## config.mk

```make
export PLATFORM = sky130hd
export DESIGN_NAME = fma16_arb
export DESIGN_NICKNAME = d
export VERILOG_FILES = /design/src/rtl/fma16_arb.sv
export SDC_FILE = /design/constraint.sdc
export NUM_CORES = 1
export LEC_CHECK = 0
export BUFFER_PORTS_ARGS = -buffer_cell sky130_fd_sc_hd__buf_2
export CORE_MARGIN = 3
export CORE_UTILIZATION = 47
export DETAILED_ROUTE_END_ITERATION = 16
export PLACE_DENSITY = 0.92
export SYNTH_ARGS = -nofsm -noshare
export SYNTH_HDL_FRONTEND = slang
export SYNTH_SLANG_ARGS = --single-unit
export TNS_END_PERCENT = 10
```

## constraint.sdc

```tcl
create_clock -name clk -period 2.4 [get_ports clk]
set_input_delay 0.12 -clock clk [delete_from_list [all_inputs] [get_ports clk]]
set_output_delay 0.12 -clock clk [all_outputs]
set_load 0.02 [all_outputs]
```

## src/rtl/fma16_arb.sv

```systemverilog
// Two-requester round-robin front end for a shared fma16 datapath.
// One operation in flight; operands are held on fma_* for LATENCY cycles, then the result is returned.
module fma16_arb #(
  parameter int unsigned LATENCY = 1
) (
  input  logic        clk,
  input  logic        reset_n,
  input  logic        req0_valid,
  output logic        req0_ready,
  input  logic [2:0]  req0_op,
  input  logic [15:0] req0_x,
  input  logic [15:0] req0_y,
  input  logic [15:0] req0_z,
  input  logic [1:0]  req0_rm,
  input  logic        req1_valid,
  output logic        req1_ready,
  input  logic [2:0]  req1_op,
  input  logic [15:0] req1_x,
  input  logic [15:0] req1_y,
  input  logic [15:0] req1_z,
  input  logic [1:0]  req1_rm,
  output logic        rsp0_valid,
  input  logic        rsp0_ready,
  output logic [15:0] rsp0_result,
  output logic        rsp0_err,
  output logic        rsp1_valid,
  input  logic        rsp1_ready,
  output logic [15:0] rsp1_result,
  output logic        rsp1_err,
  output logic [15:0] fma_x,
  output logic [15:0] fma_y,
  output logic [15:0] fma_z,
  output logic        fma_mul,
  output logic        fma_add,
  output logic        fma_negr,
  output logic        fma_negz,
  output logic [1:0]  fma_rm,
  input  logic [15:0] fma_result
);

  typedef enum logic [1:0] {IDLE, EXEC, RESP} state_e;

  state_e            state_q, state_d;
  logic              lastGrant_q;
  logic              owner_q;
  logic [3:0]        cnt_q;
  logic [15:0]       x_q, y_q, z_q;
  logic [1:0]        rm_q;
  logic [3:0]        ctl_q;
  logic [1:0]        rspValid_q;
  logic [1:0]        rspErr_q;
  logic [1:0][15:0]  rspResult_q;

  logic              grant1;
  logic              accept;
  logic              illegal;
  logic [3:0]        ctlDec;
  logic [2:0]        selOp;
  logic              respReady;

  // Requester 1 wins only if requester 0 is absent or was served last.
  always_comb begin
    grant1     = req1_valid && (!req0_valid || !lastGrant_q);
    req0_ready = reset_n && (state_q == IDLE) && req0_valid && !grant1;
    req1_ready = reset_n && (state_q == IDLE) && grant1;
    accept     = req0_ready || req1_ready;
    selOp      = grant1 ? req1_op : req0_op;
    respReady  = owner_q ? rsp1_ready : rsp0_ready;
    illegal    = 1'b0;
    ctlDec     = 4'b0000;
    case (selOp)
      3'b000:  ctlDec = 4'b0100;
      3'b001:  ctlDec = 4'b0101;
      3'b010:  ctlDec = 4'b1000;
      3'b011:  ctlDec = 4'b1100;
      3'b100:  ctlDec = 4'b1101;
      3'b101:  ctlDec = 4'b1110;
      3'b110:  ctlDec = 4'b1111;
      default: illegal = 1'b1;
    endcase
  end

  always_comb begin
    state_d = state_q;
    case (state_q)
      IDLE:    if (accept) state_d = illegal ? RESP : EXEC;
      EXEC:    if (cnt_q == 4'd0) state_d = RESP;
      RESP:    if (respReady) state_d = IDLE;
      default: state_d = IDLE;
    endcase
  end

  always_ff @(posedge clk or negedge reset_n) begin
    if (!reset_n) state_q <= IDLE;
    else          state_q <= state_d;
  end

  // Illegal opcodes skip the datapath, leaving the previous operands on fma_*.
  always_ff @(posedge clk or negedge reset_n) begin
    if (!reset_n) begin
      lastGrant_q <= 1'b1;
      owner_q     <= 1'b0;
      cnt_q       <= 4'd0;
      x_q         <= '0;
      y_q         <= '0;
      z_q         <= '0;
      rm_q        <= '0;
      ctl_q       <= '0;
      rspValid_q  <= '0;
      rspErr_q    <= '0;
      rspResult_q <= '0;
    end else begin
      case (state_q)
        IDLE: if (accept) begin
          lastGrant_q <= grant1;
          owner_q     <= grant1;
          if (illegal) begin
            rspValid_q[grant1]  <= 1'b1;
            rspErr_q[grant1]    <= 1'b1;
            rspResult_q[grant1] <= 16'h7E00;
          end else begin
            x_q   <= grant1 ? req1_x : req0_x;
            y_q   <= grant1 ? req1_y : req0_y;
            z_q   <= grant1 ? req1_z : req0_z;
            rm_q  <= grant1 ? req1_rm : req0_rm;
            ctl_q <= ctlDec;
            cnt_q <= 4'(LATENCY - 1);
          end
        end
        EXEC: if (cnt_q == 4'd0) begin
          rspValid_q[owner_q]  <= 1'b1;
          rspErr_q[owner_q]    <= 1'b0;
          rspResult_q[owner_q] <= fma_result;
        end else begin
          cnt_q <= cnt_q - 4'd1;
        end
        RESP: if (respReady) begin
          rspValid_q[owner_q]  <= 1'b0;
          rspErr_q[owner_q]    <= 1'b0;
          rspResult_q[owner_q] <= '0;
        end
        default: ;
      endcase
    end
  end

  assign fma_x       = x_q;
  assign fma_y       = y_q;
  assign fma_z       = z_q;
  assign fma_rm      = rm_q;
  assign {fma_mul, fma_add, fma_negr, fma_negz} = ctl_q;
  assign rsp0_valid  = rspValid_q[0];
  assign rsp1_valid  = rspValid_q[1];
  assign rsp0_err    = rspErr_q[0];
  assign rsp1_err    = rspErr_q[1];
  assign rsp0_result = rspResult_q[0];
  assign rsp1_result = rspResult_q[1];

endmodule
```

Word-level counts from Yosys, hierarchy flattened
Cells that the tools add are included.

word-level totals
  register bits after elaboration = 98
  bits of input ports = 128
  output and inout bits = 92

operators by class
  add/sub/neg operators = 1
  magnitude comparators = 4
  equal/unequal tests = 14
  mux-type cells = 40
  bitwise logic cells = 11
  reductions and logical operators = 23

operators with widths
  kind                                                  number
  two-way mux 32 bit                                    4
  one-hot mux 32 bit (3 select lines)                   1
  two-way mux 16 bit                                    5
  AND 32 bit                                            1
  bitwise mux 32 bit                                    1
  demux 16 bit (select 1 bit)                           2
  NOT 32 bit                                            1
  one-hot mux 4 bit (7 select lines)                    1
  two-way mux 2 bit                                     13
  AND 20 bit                                            1
  NOT 20 bit                                            1
  one-hot mux 2 bit (3 select lines)                    3
  two-way mux 4 bit                                     3
  != test 2 bit (second input constant)                 6
  bitwise OR 12 bit                                     1
  equality test 3 bit (second input constant)           3
  one-hot mux 4 bit (2 select lines)                    1
  logical AND 1 bit                                     7
  OR reduction 7 bit                                    1
  equality test 3 x 2 -> 1 bit (second input constant)  2
  bitwise OR 2 bit                                      3
  AND reduction 3 bit                                   2
  AND reduction 5 bit                                   1
  AND 2 bit                                             2
  other kinds (19)                                      27

Depth between registers and ports, before layout
  word-level depth = 12
  mapped depth = 9
  depth with buffers taken out = 7

Worst setup path before layout
Ideal clock, no wire load.

  path type = reg-to-reg
  start point = reg cnt_q[0]
  end point = reg rspResult_q, in the netlist rsp0_result[0]
  arrival = 1928 ps
  data required time = 2279 ps
  slack = 351 ps
  cell stages (with the launch flop) = 9
  buffers on the path = 1
  period minus slack after synthesis = 2049 ps
  cell sequence = dfrtp_1 > inv_1 > ha_1 > or3b_4 > a22oi_4 > o211a_4 > buf_8 > o211ai_4 > a22o_1

on the way
  longest elaborated chain between the ends = 3

ends and longest elaborated chain
  item                                  RTL line  source
  start: declaration                    46        logic [3:0] cnt_q;
  start signal: assignment              127       cnt_q <= 4'(LATENCY - 1);
  start signal: assignment              135       cnt_q <= cnt_q - 4'd1;
  zero test 4 bit                       130       EXEC: if (cnt_q == 4'd0) begin
  != test 2 bit (no source line)        n/a
  AND reduction 5 bit (no source line)  n/a
  end signal: indexed assignment        133       rspResult_q[owner_q] <= fma_result;
  end: declaration                      52        logic [1:0][15:0] rspResult_q;

Every way passes these cells.
A chain may end at the register's enable or synchronous reset.

Final worst setup path
  start point = reg cnt_q[0]
  end point = reg rspResult_q, in the netlist rsp0_result[7]

Same word-level chain as after synthesis.

==> flow_summary.ini <==
[critical_path]
critPathBufInv = 1
crit_required_ns = 2.69
cp-start-kind = flop
end_kind = flop
critical_path.cell_chain = inv_1, ha_1, or3b_4, a22oi_4, o211a_4, and3_2, a22o_1
worst_path_max_delay_cell = dfrtp_1
max_stage_delay_ns = 0.42
critical-path-top-delay-family = compound AO/OA/AOI/OAI gates
critPathArrivalTime_ns = 2.60
critical_path_class = flop to flop
critical_path_peak_fanout = 13

[grt]
grt_max_degree = 63
grt_pass1_vias = 4555
grt_pass1_wl_um = 21710
overflow = 0
track_usage = 0.2370
antenna_found_initial = 0

[synth]
yosys.area_share.simple = 0.09203
synth-adder-area-share = 0.01049
synth_cell_type_count = 50
synthMuxAreaShare = 0.1224
syn_inst = 462
synth_xor_area_frac = 0
synth_area_mm2 = 0.004772
ys_seq_area_frac = 0.5142
ys_seq_elements = 98
synth_fp_nets = 594
synth-warning-count = 0
synth_top_family_by_area = compound AO/OA/AOI/OAI gates
synth_edf_count = 0
async_flop_share = 1.000
ys.flop_type = dfrtp_1
synth_compound_area_frac = 0.2189
syn_avg_cell_area_um2 = 10.33

[detailed_routing]
drt_iter0_drc = 239
met1_length_um = 5293
ant_nets = 0
vias = 4500
wire_per_inst_um = 16.31
route.met3.wl_um = 994
drc = 0
wl_met2_um = 7011
highest_layer = met4
avgViaCountPerCell = 5.461
dr.pass1.iters = 5
wl_um = 13440

[sta]
clock.fmax_mhz = 432.2
worst_pin_slew_ns = 0.6731
setup_viol = 0
post-route-min-period_ns = 2.314
rsz0062_at_grt = true
maxSlewViolCount = 0
finalHoldViolCount = 0
period_share = 0.9641
tns_ns = 0
fin_skew_ns = 0.009086
fin_worst_hold_slack_ns = 0.02892
relSlewSlack = 0.5512

[pwr]
p_int_mw = 4.172
comb_power_share = 0.513
finalPower_mw = 7.668
total_leakage_power_nw = 3.225
seqPwrFrac = 0.360
ir_drop_uv = 630.3
clkPwrFrac = 0.127
p_switching_mw = 3.496
powerDensity_mw_per_mm2 = 1215
p_sw_frac = 0.4559

[final_layout]
final_cell_mix = 218 x buf_2, 97 x dfrtp_1, 71 x nand2_1
layout_commonest_cell = buf_2
drive_gt1_frac = 0.3763
antenna_cells = 0
num-fill-cells = 830
final_util = 0.6427
area_growth_pct = 32.25
final_nets = 818

[placed_design]
dp_hpwl_um = 10120
port_buffers = 219
place.gp.congestion = 0.9458

[clock_tree]
postCtsSetupBuffers = 0
cts_tree = yes
clock_sinks = 98
root_buffer = clkbuf_8
clk_latency_ns = 0.35
htreeDepth = 3
clk_pin_slew_ns = 0.09
cts_buffers = 9
cts_buffer_depth = 2

[outcome]
status = complete, no violations

[floorplanning]
fp-row-count = 36
pin_count = 220
coreArea_mm2 = 0.009819
start_util = 0.4860
dieArea_mm2 = 0.01140
dieWidth_um = 106.8
die_h_um = 106.8

[min_path]
hold_path.class = primary input to flop

[job]
drv_cap = 0
==> stage by stage <==
step,worst slack [ns],cell area [um^2],instances
after global routing,-0.01160,6311,824
after detailed placement,0.03307,6010,796
after global placement,0.2070,6010,796
after floorplan,0.3510,4772,462
after CTS,0.01059,6300,823
final,0.08627,6311,824
==> power groups by stage <==
| stage | logic (mW) | registers (mW) | clock network [mW] |
|---|---|---|---|
| 2_1_floorplan | 1.86 | 3.47 | 0 |
| 3_3_place_gp | 3.74 | 2.74 | 0 |
| 3_5_place_dp | 3.92 | 2.77 | 0 |
| 4_1_cts | 3.93 | 2.76 | 1.01 |
| 5_1_grt | 4.30 | 2.85 | 1.09 |
| 6_report | 3.93 | 2.76 | 0.971 |
==> metal layers <==
metal  vias up  global-route usage
li1       2118                   -
met1      2160              0.2881
met2       208              0.4218
met3        14             0.05599
met4         0             0.06393
met5         -                   0
==> registers in the layout (all words and copies together) (netlist names) <==
name and count:
cnt_q 4, ctl_q 4, fma_rm 2, fma_x 16, fma_y 16, fma_z 16, lastGrant_q 1, owner_q 1
rsp0_result 16, rsp1_result 16, rspErr_q 2, rspValid_q 2, state_q 2
==> kinds of logic after synthesis <==
logic type,Yosys count
muxes,57
buffers and inverters,38
and+or+nand+nor,104
DFF,98
AOI/OAI and AO/OA,161
adders and majority gates,4
==> cells in the mapped netlist, types with 3 or more instances <==
| cell type | n | share of area |
|---|---|---|
| dfrtp_1 | 97 | 0.51 |
| o21ai_0 | 72 | 0.076 |
| nand2_1 | 71 | 0.056 |
| mux2i_1 | 55 | 0.12 |
| a21oi_1 | 16 | 0.017 |
| a31oi_1 | 13 | 0.017 |
| nor2_1 | 13 | 0.010 |
| clkbuf_1 | 11 | 0.0087 |
| a22o_1 | 10 | 0.018 |
| buf_2 | 10 | 0.010 |
| o2bb2ai_1 | 10 | 0.018 |
| a21boi_0 | 8 | 0.013 |
| a2bb2oi_1 | 8 | 0.015 |
| inv_1 | 7 | 0.0055 |
| nand3_1 | 6 | 0.0063 |
| o21ai_1 | 6 | 0.0063 |
| ha_1 | 4 | 0.010 |
| and3_1 | 3 | 0.0039 |
| buf_1 | 3 | 0.0024 |
| buf_4 | 3 | 0.0047 |
| buf_6 | 3 | 0.0071 |
| nor2b_1 | 3 | 0.0039 |
==> worst register-to-register path, delay by kind of cell (launching register included) <==
| kind | cells | cell delay, ns |
|---|---|---|
| and+or+nand+nor | 2 | 0.76 |
| adders and majority gates | 1 | 0.19 |
| DFF | 1 | 0.42 |
| buffers and inverters | 1 | 0.12 |
| AOI/OAI and AO/OA | 3 | 0.77 |
==> timing repair <==
action	CTS	global route
endpoints found under the hold margin	55	1
resized for setup	0	3
setup endpoints to repair	0	13
hold buffers	11	1
==> final cells by class <==
| cell class | instances | area [um^2] | share of cell area |
|---|---|---|---|
| clock buffers | 11 | 141.4 | 0.02240 |
| clock inverters | 5 | 38.79 | 0.006146 |
| inverters | 7 | 26.28 | 0.004163 |
| multi-input cells | 326 | 2131 | 0.3376 |
| flip-flops and latches | 98 | 2454 | 0.3888 |
| well taps | 133 | 166.4 | 0.02637 |
| repair buffers | 244 | 1354 | 0.2145 |
==> final timing paths <==
| kind | start | to | slack [ns] | cells past startpoint |
|---|---|---|---|---|
| max in group asynchronous | reset_n | rspValid_q[0]$_DFFE_PN0P_ | 1.33 | 3 |
| hold / removal | fma_result[10] | rsp1_result[10]$_DFFE_PN0P_ | 0.03 | 3 |
| hold reg to reg | fma_z[7]$_DFFE_PN0P_ | fma_z[7]$_DFFE_PN0P_ | 0.48 | 2 |
| min in group asynchronous | reset_n | rsp1_result[9]$_DFFE_PN0P_ | 0.16 | 2 |
| setup reg to reg | cnt_q[0]$_DFFE_PN0P_ | rsp0_result[7]$_DFFE_PN0P_ | 0.09 | 7 |
| setup / recovery | cnt_q[0]$_DFFE_PN0P_ | rsp0_result[7]$_DFFE_PN0P_ | 0.09 | 7 |
(Power assumes the default switching activity.)
